**config.mk**
```make
export PLATFORM = sky130hd
export DESIGN_NAME = noc_input_buffer_array_flat
export DESIGN_NICKNAME = d
export VERILOG_FILES = /design/src/rtl/noc_ibuf_pkg.sv /design/src/rtl/noc_input_buffer_array_if.sv /design/src/rtl/ibuf_fifo.sv /design/src/rtl/noc_input_buffer_array.sv /design/src/flat_wrapper.sv
export SDC_FILE = /design/constraint.sdc
export NUM_CORES = 1
export LEC_CHECK = 0
export BUFFER_PORTS_ARGS = -buffer_cell sky130_fd_sc_hd__buf_2
export CORE_ASPECT_RATIO = 1.5
export CORE_MARGIN = 2
export CORE_UTILIZATION = 45
export DETAILED_ROUTE_END_ITERATION = 16
export PLACE_DENSITY_LB_ADDON = 0.2
export SYNTH_ARGS = -nofsm -noshare
export SYNTH_HDL_FRONTEND = slang
export SYNTH_SLANG_ARGS = --single-unit
```
**constraint.sdc**
```tcl
create_clock -name clk -period 6.5 [get_ports clk]
set_clock_uncertainty 0.15 [all_clocks]
set_input_delay 0.325 -clock clk [delete_from_list [all_inputs] [get_ports clk]]
set_output_delay 0.325 -clock clk [all_outputs]
set_load 0.005 [all_outputs]
```
**src/rtl/noc_ibuf_pkg.sv**
```systemverilog
// Shared constants and helpers for the NoC router input buffer array.
package noc_ibuf_pkg;

   localparam int NUM_PORTS_DEF = 5;
   localparam int DATA_W_DEF    = 32;
   localparam int DEPTH_DEF     = 4;

   localparam int PORT_N = 0;
   localparam int PORT_S = 1;
   localparam int PORT_E = 2;
   localparam int PORT_W = 3;
   localparam int PORT_L = 4;

   // Occupancy counter width: must represent 0..DEPTH inclusive.
   function automatic int cnt_w(input int depth);
      return $clog2(depth + 1);
   endfunction

endpackage

```
**src/rtl/noc_input_buffer_array_if.sv**
```systemverilog
// Upstream-link / allocator-side bundle of the input buffer array, all per-port signals packed.
interface noc_input_buffer_array_if
   import noc_ibuf_pkg::*;
#(
   parameter int NUM_PORTS = NUM_PORTS_DEF,
   parameter int DATA_W    = DATA_W_DEF,
   parameter int DEPTH     = DEPTH_DEF
) ();

   localparam int CNT_W = cnt_w(DEPTH);

   logic [NUM_PORTS-1:0]              valid_i;
   logic [NUM_PORTS-1:0][DATA_W-1:0]  data_i;
   logic [NUM_PORTS-1:0]              pop_req_i;
   logic [NUM_PORTS-1:0]              grant_i;
   logic [NUM_PORTS-1:0]              valid_o;
   logic [NUM_PORTS-1:0][DATA_W-1:0]  data_o;
   logic [NUM_PORTS-1:0]              mask_o;
   logic [NUM_PORTS-1:0][CNT_W-1:0]   count_o;
   logic [NUM_PORTS-1:0]              full_o;
   logic [NUM_PORTS-1:0]              ovf_o;
   logic [NUM_PORTS-1:0]              credit_o;

   modport master (
      output valid_i, data_i, pop_req_i, grant_i,
      input  valid_o, data_o, mask_o, count_o, full_o, ovf_o, credit_o
   );

   modport slave (
      input  valid_i, data_i, pop_req_i, grant_i,
      output valid_o, data_o, mask_o, count_o, full_o, ovf_o, credit_o
   );

endinterface

```
**src/rtl/ibuf_fifo.sv**
```systemverilog
// One input port: circular FIFO with head lock (mask), overflow pulse and credit return.
// Credit return and the overflow protocol check are built only with INBUF_CREDIT_EN defined.
module ibuf_fifo
   import noc_ibuf_pkg::*;
#(
   parameter int DATA_W = DATA_W_DEF,
   parameter int DEPTH  = DEPTH_DEF,
   parameter int CNT_W  = cnt_w(DEPTH)
) (
   input  logic              clk,
   input  logic              rst,
   input  logic              push_vld,
   input  logic [DATA_W-1:0] push_data,
   input  logic              pop_req,
   input  logic              grant,
   output logic              head_vld,
   output logic [DATA_W-1:0] head_data,
   output logic              mask,
   output logic [CNT_W-1:0]  count,
   output logic              full,
   output logic              ovf,
   output logic              credit
);

   localparam int AW    = $clog2(DEPTH);
   localparam int PTR_W = AW + 1;

   logic [PTR_W-1:0]  wr_ptr, rd_ptr;
   logic [PTR_W-1:0]  fill;
   logic [DATA_W-1:0] mem [DEPTH];
   logic              empty, pop, push;

   // Extra pointer MSB distinguishes full from empty when the indices match.
   assign empty = (wr_ptr == rd_ptr);
   assign full  = (wr_ptr[AW] != rd_ptr[AW]) && (wr_ptr[AW-1:0] == rd_ptr[AW-1:0]);
   assign fill  = wr_ptr - rd_ptr;
   assign count = CNT_W'(fill);

   assign pop  = pop_req & grant & ~empty;
   assign push = push_vld & (~full | pop);

   always_ff @(posedge clk or negedge rst) begin
      if (!rst) begin
         wr_ptr <= '0;
         rd_ptr <= '0;
      end else begin
         if (push) wr_ptr <= wr_ptr + 1'b1;
         if (pop)  rd_ptr <= rd_ptr + 1'b1;
      end
   end

   // Storage needs no reset: the head is gated to zero whenever the port is empty.
   always_ff @(posedge clk) begin
      if (push) mem[wr_ptr[AW-1:0]] <= push_data;
   end

   assign head_vld  = ~empty;
   assign head_data = empty ? '0 : mem[rd_ptr[AW-1:0]];

   always_ff @(posedge clk or negedge rst) begin
      if (!rst) begin
         ovf  <= 1'b0;
         mask <= 1'b0;
      end else begin
         ovf <= push_vld & full & ~pop;
         if (pop)
            mask <= 1'b0;
         else if (grant && !empty)
            mask <= 1'b1;
      end
   end

`ifdef INBUF_CREDIT_EN
   always_ff @(posedge clk or negedge rst) begin
      if (!rst) credit <= 1'b0;
      else      credit <= pop;
   end

   // With credit flow control an upstream push into a full port is a protocol error.
   a_no_ovf : assert property (@(posedge clk) disable iff (!rst) !ovf)
      else $error("ibuf_fifo: push dropped on full port under credit flow control");
`else
   assign credit = 1'b0;
`endif

endmodule

```
**src/rtl/noc_input_buffer_array.sv**
```systemverilog
// NUM_PORTS independent input FIFOs in front of the switch allocator; slicing only.
// Optional credit return selected by INBUF_CREDIT_EN.
module noc_input_buffer_array
   import noc_ibuf_pkg::*;
#(
   parameter int NUM_PORTS = NUM_PORTS_DEF,
   parameter int DATA_W    = DATA_W_DEF,
   parameter int DEPTH     = DEPTH_DEF
) (
   input  logic                     clk,
   input  logic                     rst,
   noc_input_buffer_array_if.slave  bus
);

   localparam int CNT_W = cnt_w(DEPTH);

   logic [NUM_PORTS-1:0]             valid_o, mask_o, full_o, ovf_o, credit_o;
   logic [NUM_PORTS-1:0][DATA_W-1:0] data_o;
   logic [NUM_PORTS-1:0][CNT_W-1:0]  count_o;

   for (genvar p = 0; p < NUM_PORTS; p++) begin : g_port
      ibuf_fifo #(
         .DATA_W (DATA_W),
         .DEPTH  (DEPTH),
         .CNT_W  (CNT_W)
      ) u_fifo (
         .clk       (clk),
         .rst       (rst),
         .push_vld  (bus.valid_i[p]),
         .push_data (bus.data_i[p]),
         .pop_req   (bus.pop_req_i[p]),
         .grant     (bus.grant_i[p]),
         .head_vld  (valid_o[p]),
         .head_data (data_o[p]),
         .mask      (mask_o[p]),
         .count     (count_o[p]),
         .full      (full_o[p]),
         .ovf       (ovf_o[p]),
         .credit    (credit_o[p])
      );
   end

   assign bus.valid_o  = valid_o;
   assign bus.data_o   = data_o;
   assign bus.mask_o   = mask_o;
   assign bus.count_o  = count_o;
   assign bus.full_o   = full_o;
   assign bus.ovf_o    = ovf_o;
   assign bus.credit_o = credit_o;

endmodule

```
**src/flat_wrapper.sv**
```systemverilog
// flat-port wrapper written by rule: the top's interface ports become plain ports
module noc_input_buffer_array_flat import noc_ibuf_pkg::*;
#(
   parameter int NUM_PORTS = NUM_PORTS_DEF,
   parameter int DATA_W    = DATA_W_DEF,
   parameter int DEPTH     = DEPTH_DEF
)
  (clk, rst, bus_valid_i, bus_data_i, bus_pop_req_i, bus_grant_i, bus_valid_o, bus_data_o, bus_mask_o, bus_count_o, bus_full_o, bus_ovf_o, bus_credit_o);
  noc_input_buffer_array_if #(.NUM_PORTS(NUM_PORTS), .DATA_W(DATA_W), .DEPTH(DEPTH)) bus_i ();
  input  logic clk;
  input  logic rst;
  input wire logic [$bits(bus_i.valid_i)-1:0] bus_valid_i;
  input wire logic [$bits(bus_i.data_i)-1:0] bus_data_i;
  input wire logic [$bits(bus_i.pop_req_i)-1:0] bus_pop_req_i;
  input wire logic [$bits(bus_i.grant_i)-1:0] bus_grant_i;
  output wire logic [$bits(bus_i.valid_o)-1:0] bus_valid_o;
  output wire logic [$bits(bus_i.data_o)-1:0] bus_data_o;
  output wire logic [$bits(bus_i.mask_o)-1:0] bus_mask_o;
  output wire logic [$bits(bus_i.count_o)-1:0] bus_count_o;
  output wire logic [$bits(bus_i.full_o)-1:0] bus_full_o;
  output wire logic [$bits(bus_i.ovf_o)-1:0] bus_ovf_o;
  output wire logic [$bits(bus_i.credit_o)-1:0] bus_credit_o;
  assign bus_i.valid_i = bus_valid_i;
  assign bus_i.data_i = bus_data_i;
  assign bus_i.pop_req_i = bus_pop_req_i;
  assign bus_i.grant_i = bus_grant_i;
  assign bus_valid_o = bus_i.valid_o;
  assign bus_data_o = bus_i.data_o;
  assign bus_mask_o = bus_i.mask_o;
  assign bus_count_o = bus_i.count_o;
  assign bus_full_o = bus_i.full_o;
  assign bus_ovf_o = bus_i.ovf_o;
  assign bus_credit_o = bus_i.credit_o;
  noc_input_buffer_array #(.NUM_PORTS(NUM_PORTS), .DATA_W(DATA_W), .DEPTH(DEPTH)) u_core (.clk(clk), .rst(rst), .bus(bus_i));
endmodule
```
# --- Word level (Yosys, flattened, before mapping) ---
# Memories as Yosys holds them, arrays and structs flattened.
# Index checks and enable logic that the tools add are counted.
totals:
  n_memories: 5
  word_cells: 145
  output_inout_bits: 200
  regBits: 40
  in_bits: 177
  ram_bits: 640
classes:
  add_sub_neg: 15
  reduce_logical: 20
  n_eq_ne: 15
  mux: 25
  n_bitwise: 45
memory_table:
  columns: ["name", "depth", "width", "rd", "rd_ports_with_merged_regs", "wr", "line", "source"]
  rows:
  - ["u_core.g_port[0].u_fifo.mem", 4, 32, 1, 0, 1, "ibuf_fifo.sv:30", "logic [DATA_W-1:0] mem [DEPTH];"]
  - ["u_core.g_port[1].u_fifo.mem", 4, 32, 1, 0, 1, "ibuf_fifo.sv:30", null]
  - ["u_core.g_port[2].u_fifo.mem", 4, 32, 1, 0, 1, "ibuf_fifo.sv:30", null]
  - ["u_core.g_port[3].u_fifo.mem", 4, 32, 1, 0, 1, "ibuf_fifo.sv:30", null]
  - ["u_core.g_port[4].u_fifo.mem", 4, 32, 1, 0, 1, "ibuf_fifo.sv:30", null]
ops:
  columns: ["op", "n"]
  rows:
  - ["$mux 32", 5]
  - ["$add 3x1->3 const B", 10]
  - ["$and 1x1->1", 25]
  - ["$mux 1", 20]
  - ["$eq 3x3->1", 5]
  - ["$not 1->1", 15]
  - ["$sub 3x3->3", 5]
  - ["$eq 2x2->1", 5]
  - ["$logic_and 1x1->1", 10]
  - ["$reduce_bool 2->1", 5]
  - ["$logic_not 1->1", 5]
  - ["$ne 1x1->1", 5]
  - ["$or 1x1->1", 5]

# --- Longest topological paths before layout ---
depth:
  word_depth: 7
  mapped_depth: 9
  ltp_nobuf: 5

# --- Cells and area by module ---
# From an unflattened synthesis, not the netlist that was laid out.
unflattened:
  hier_cells: 1270
  area_unflattened_um2: 26969.6
by_module_without_submodules:
  columns: ["module", "instances", "area_per_inst_um2", "seq_area_each_um2", "cells_each"]
  rows:
  - ["ibuf_fifo", 5, 5393.9, 4043.9, 254]

# --- Worst setup path after synthesis ---
# OpenSTA, ideal clock, no wires.
synth_path:
  path_kind: "register to register"
  start: "register u_core.g_port[0].u_fifo.rd_ptr[1]"
  end: "memory u_core.g_port[0].u_fifo.mem[3][0] (netlist bit), enable pin"
  n_path_buf: 2
  path_stages_with_launch: 6
  synth_period_minus_slack_ns: 3.803
  setup_ns: 0.443
  required_time_ns: 5.907
  slack_ns: 2.697
  arrival_time_ns: 3.210
  cell_sequence: "dfrtp_1 > clkbuf_1 > clkbuf_1 > inv_1 > ha_1 > a41oi_1"
synth_between:
  elab_chain_cells: 7
  word_cells_on_any_way: 10
  classes_between: "2 x eq/ne; 2 x mux; 5 x bitwise; 1 x reduce/logical"
synth_lines:
  columns: ["element", "line", "source"]
  rows:
  - ["from (decl)", "ibuf_fifo.sv:28", "logic [PTR_W-1:0] wr_ptr, rd_ptr;"]
  - ["from (signal assigned)", "ibuf_fifo.sv:48", "if (pop) rd_ptr <= rd_ptr + 1'b1;"]
  - ["$eq 3x3->1 / $eq 2x2->1 (equally long branches)", "ibuf_fifo.sv:34, ibuf_fifo.sv:35", null]
  - ["$not 1->1 / $logic_and 1x1->1 (equally long branches)", "ibuf_fifo.sv:39, ibuf_fifo.sv:35", null]
  - ["$and 1x1->1 / $not 1->1 (equally long branches)", "ibuf_fifo.sv:39, ibuf_fifo.sv:40", null]
  - ["$or 1x1->1 *", "ibuf_fifo.sv:40", "assign push = push_vld & (~full | pop);"]
  - ["$and 1x1->1 *", "ibuf_fifo.sv:40", null]
  - ["$mux 1 *", "ibuf_fifo.sv:54", "if (push) mem[wr_ptr[AW-1:0]] <= push_data;"]
  - ["$mux 1 (implied by the code) *", "ibuf_fifo.sv:54", null]
  - ["to (decl)", "ibuf_fifo.sv:30", null]
# Mark *: on every way between the ends. The rest lies on a longest branch, timed or not.

# --- Final worst setup path ---
layout_path:
  start: "register u_core.g_port[1].u_fifo.rd_ptr[1]"
  end: "output bus_data_o[56]"
layout_between:
  elab_chain_cells: 2
  word_cells_on_any_way: 3
  classes_between: "1 x eq/ne; 1 x mux; 1 x memory"
layout_lines:
  columns: ["element", "line", "source"]
  rows:
  - ["from (decl)", "ibuf_fifo.sv:28", null]
  - ["from (signal assigned)", "ibuf_fifo.sv:48", null]
  - ["$mem_v2 4x32 / $eq 3x3->1 (equally long branches)", null, null]
  - ["$mux 32 *", "ibuf_fifo.sv:58", "assign head_data = empty ? '0 : mem[rd_ptr[AW-1:0]];"]
  - ["to (decl)", "flat_wrapper.sv:17", "output wire logic [$bits(bus_i.data_o)-1:0] bus_data_o;"]
# Marked as above.

==> impl_metrics.yaml <==
outcome:
  status: "complete, no violations"
grt:
  grt-ovfl-total: 0
  grt_pass1_wl_um: 87400
  grt_use_total_pct: 19.0
  antenna_found_initial: 9
  grt_pass1_vias: 14700
  grt_max_degree: 41
worst_hold_path:
  min_path_cells: 4
  min_path_type: "input port to flip-flop"
setup_path:
  reg2reg_depth: 6
  endpoint_kind: "output pin"
  crit_type: "flip-flop to output pin"
  cp_data_required_time_ns: 6.02
  rrSetupSlack_ns: 3.30
  crit_fanout: 36
  critPathArrivalTime_ns: 3.26
  critPathLaunchType: "flip-flop"
timing:
  maxSlewViolCount: 0
  worst_slew_pin_slew_ns: 1.01
  period_minus_slack_ns: 3.73
  whs_ns: 0.125
  rsz0062_at_grt: "false"
  period_share_pct: 57.4
  final-setup-viol-count: 0
  maxSlewHeadroom_pct: 32.3
  fmax_mhz: 268
  finalHoldViolCount: 0
  fin_tns_setup_ns: 0
cells_and_area:
  area_growth_pct: 24.5
  nNetsFinal: 2067
  fillCellCount: 4586
  mostFrequentLayoutCell: "edfxtp_1"
  final_cell_mix: "640 x edfxtp_1, 371 x buf_2, 180 x dlygate4sd3_1"
  drive_gt1_share_pct: 35.5
clocking:
  insertion_delay_ns: 0.59
  cts.sinks: 680
  cts_resized: 0
  clockBufferDepth: 3
  path_clk_slew_ns: 0.06
  htree_levels: 3
  cts_root_buf: "clkbuf_16"
  numCtsBuffers: 66
  cts_tree: "built"
detailed_routing:
  drc: 0
  drt-initial-drc-count: 585
  drtAntennaViolNets: 0
  avgViaCountPerCell: 5.11
  firstDrtPassIters: 5
  wl_um: 58000
  vias: 13700
  wl_per_cell_um: 21.6
synthesis:
  synth-edff-count: 640
  synth_ff_type: "edfxtp_1"
  yosysWarnings: 0
  syn_area_um2: 26800
  synthArstFlopShare_pct: 5.88
  avgSynthCellArea_um2: 21.0
  seq_area_frac_synth_pct: 75.4
  ys_ff_latch: 680
  synthCells: 1277
  synth_cell_type_count: 29
power:
  power_density_nw_per_um2: 473
  irDropWorstVdd_mv: 0.316
  p_leak_uw: 0.0120
  total_power_uw: 15800
place:
  gp_congestion: 0.750
  hpwlAfterDp_um: 37000
  portBuffers: 371
die:
  io_pins: 377
  rows: 109
  die_w_um: 203
  start_util_pct: 45.5
  die_y_um: 303
  core_um2: 58900
  fp.dieArea_um2: 61600
run:
  max_cap_violations: 0
## final cells by class
cell class / instances / area [um^2] / area share, %
Tap cell: 777 / 972 / 2.91
Timing Repair Buffer: 581 / 3880 / 11.6
Clock buffer: 91 / 1860 / 5.57
Sequential cell: 680 / 20200 / 60.6
Multi-Input combinational cell: 484 / 6090 / 18.3
Inverter: 37 / 139 / 0.416
Clock inverter: 28 / 200 / 0.600
Antenna cell: 4 / 10.0 / 0.0300
## sequential cells by signal, summed over array words and instances, names as in the netlist
signal and count:
u_core.g_port.u_fifo.mask 5, u_core.g_port.u_fifo.mem 640, u_core.g_port.u_fifo.ovf 5, u_core.g_port.u_fifo.rd_ptr 15, u_core.g_port.u_fifo.wr_ptr 15
## cell families after synthesis
| family | share of synthesized area [%] |
|---|---|
| simple gates | 4.59 |
| xor+xnor | 1.14 |
| buf+inv | 2.15 |
| flops | 75.4 |
| compound gates | 0.733 |
| mux | 14.0 |
| other cells | 0.0140 |
| fa+ha+maj | 2.01 |
## metrics by stage
stage          worst slack [ns]  std cells  cell area [um^2]  utilization (%)
2_1_floorplan              2.70       1281             26800                -
3_3_place_gp               3.22       2379             29500             50.1
3_5_place_dp               3.22       2379             29500             50.1
4_1_cts                    2.64       2677             33400             56.6
5_1_grt                    2.52       2681             33400             56.7
6_report                   2.77       2682             33400             56.7
## synth_stat cells, types with 4 or more instances
cell	count	area share (%)
a41oi_1	4	0.13
clkbuf_1	32	0.45
edfxtp_1	640	72
nand2_1	11	0.15
fa_1	5	0.37
and2_1	18	0.42
mux2_2	5	0.21
ha_1	35	1.6
nor2b_1	160	3.7
nor2_1	10	0.14
inv_1	37	0.52
o21ai_0	8	0.15
buf_2	17	0.32
mux4_2	160	13
dfrtp_1	40	3.7
mux2i_1	5	0.19
xnor2_1	23	0.75
xor2_1	12	0.39
buf_4	31	0.87
## per-layer routing
metal | routed length, um | vias up | GRT usage [%] | part of all wire (%)
met4 | 1460 | 10 | 6.38 | 2.5
met5 | 63 | - | 0 | 0.11
li1 | - | 6161 | - | -
met1 | 23700 | 7014 | 24.1 | 41
met2 | 29100 | 417 | 32.0 | 50
met3 | 3730 | 102 | 4.68 | 6.4
## power breakdown
group          switching (uW)  internal, uW  leakage [uW]
clock                    1590          2060       0.00101
combinational            3170          2740       0.00467
sequential                313          5900       0.00634
## worst max-delay path, cell delays in order (launching register included)
cell and delay (ns):
dfrtp_2 0.95, inv_1 0.10, ha_1 0.30, nand2_1 0.17, nor2_4 0.82, nor2b_1 0.14, buf_2 0.18
## path summary, 6_finish.rpt
kind | from | endpoint
max | u_core.g_port[1].u_fifo.rd_ptr[1] | bus_data_o[56]
min | bus_grant_i[2] | u_core.g_port[2].u_fifo.rd_ptr[2]
max reg2reg | u_core.g_port[3].u_fifo.rd_ptr[0] | u_core.g_port[3].u_fifo.mem[1][10]
min reg2reg | u_core.g_port[1].u_fifo.mask | u_core.g_port[1].u_fifo.mask
max in group asynchronous | rst | u_core.g_port[2].u_fifo.rd_ptr[0]
min in group asynchronous | rst | u_core.g_port[0].u_fifo.wr_ptr[0]
## timing repair
action,in CTS,in global routing
setup buffers,0,0
hold buffers,179,1
endpoints found under the setup margin,0,0
hold endpoints to repair,698,1
Note: power is estimated with default switching activity, not from simulation.
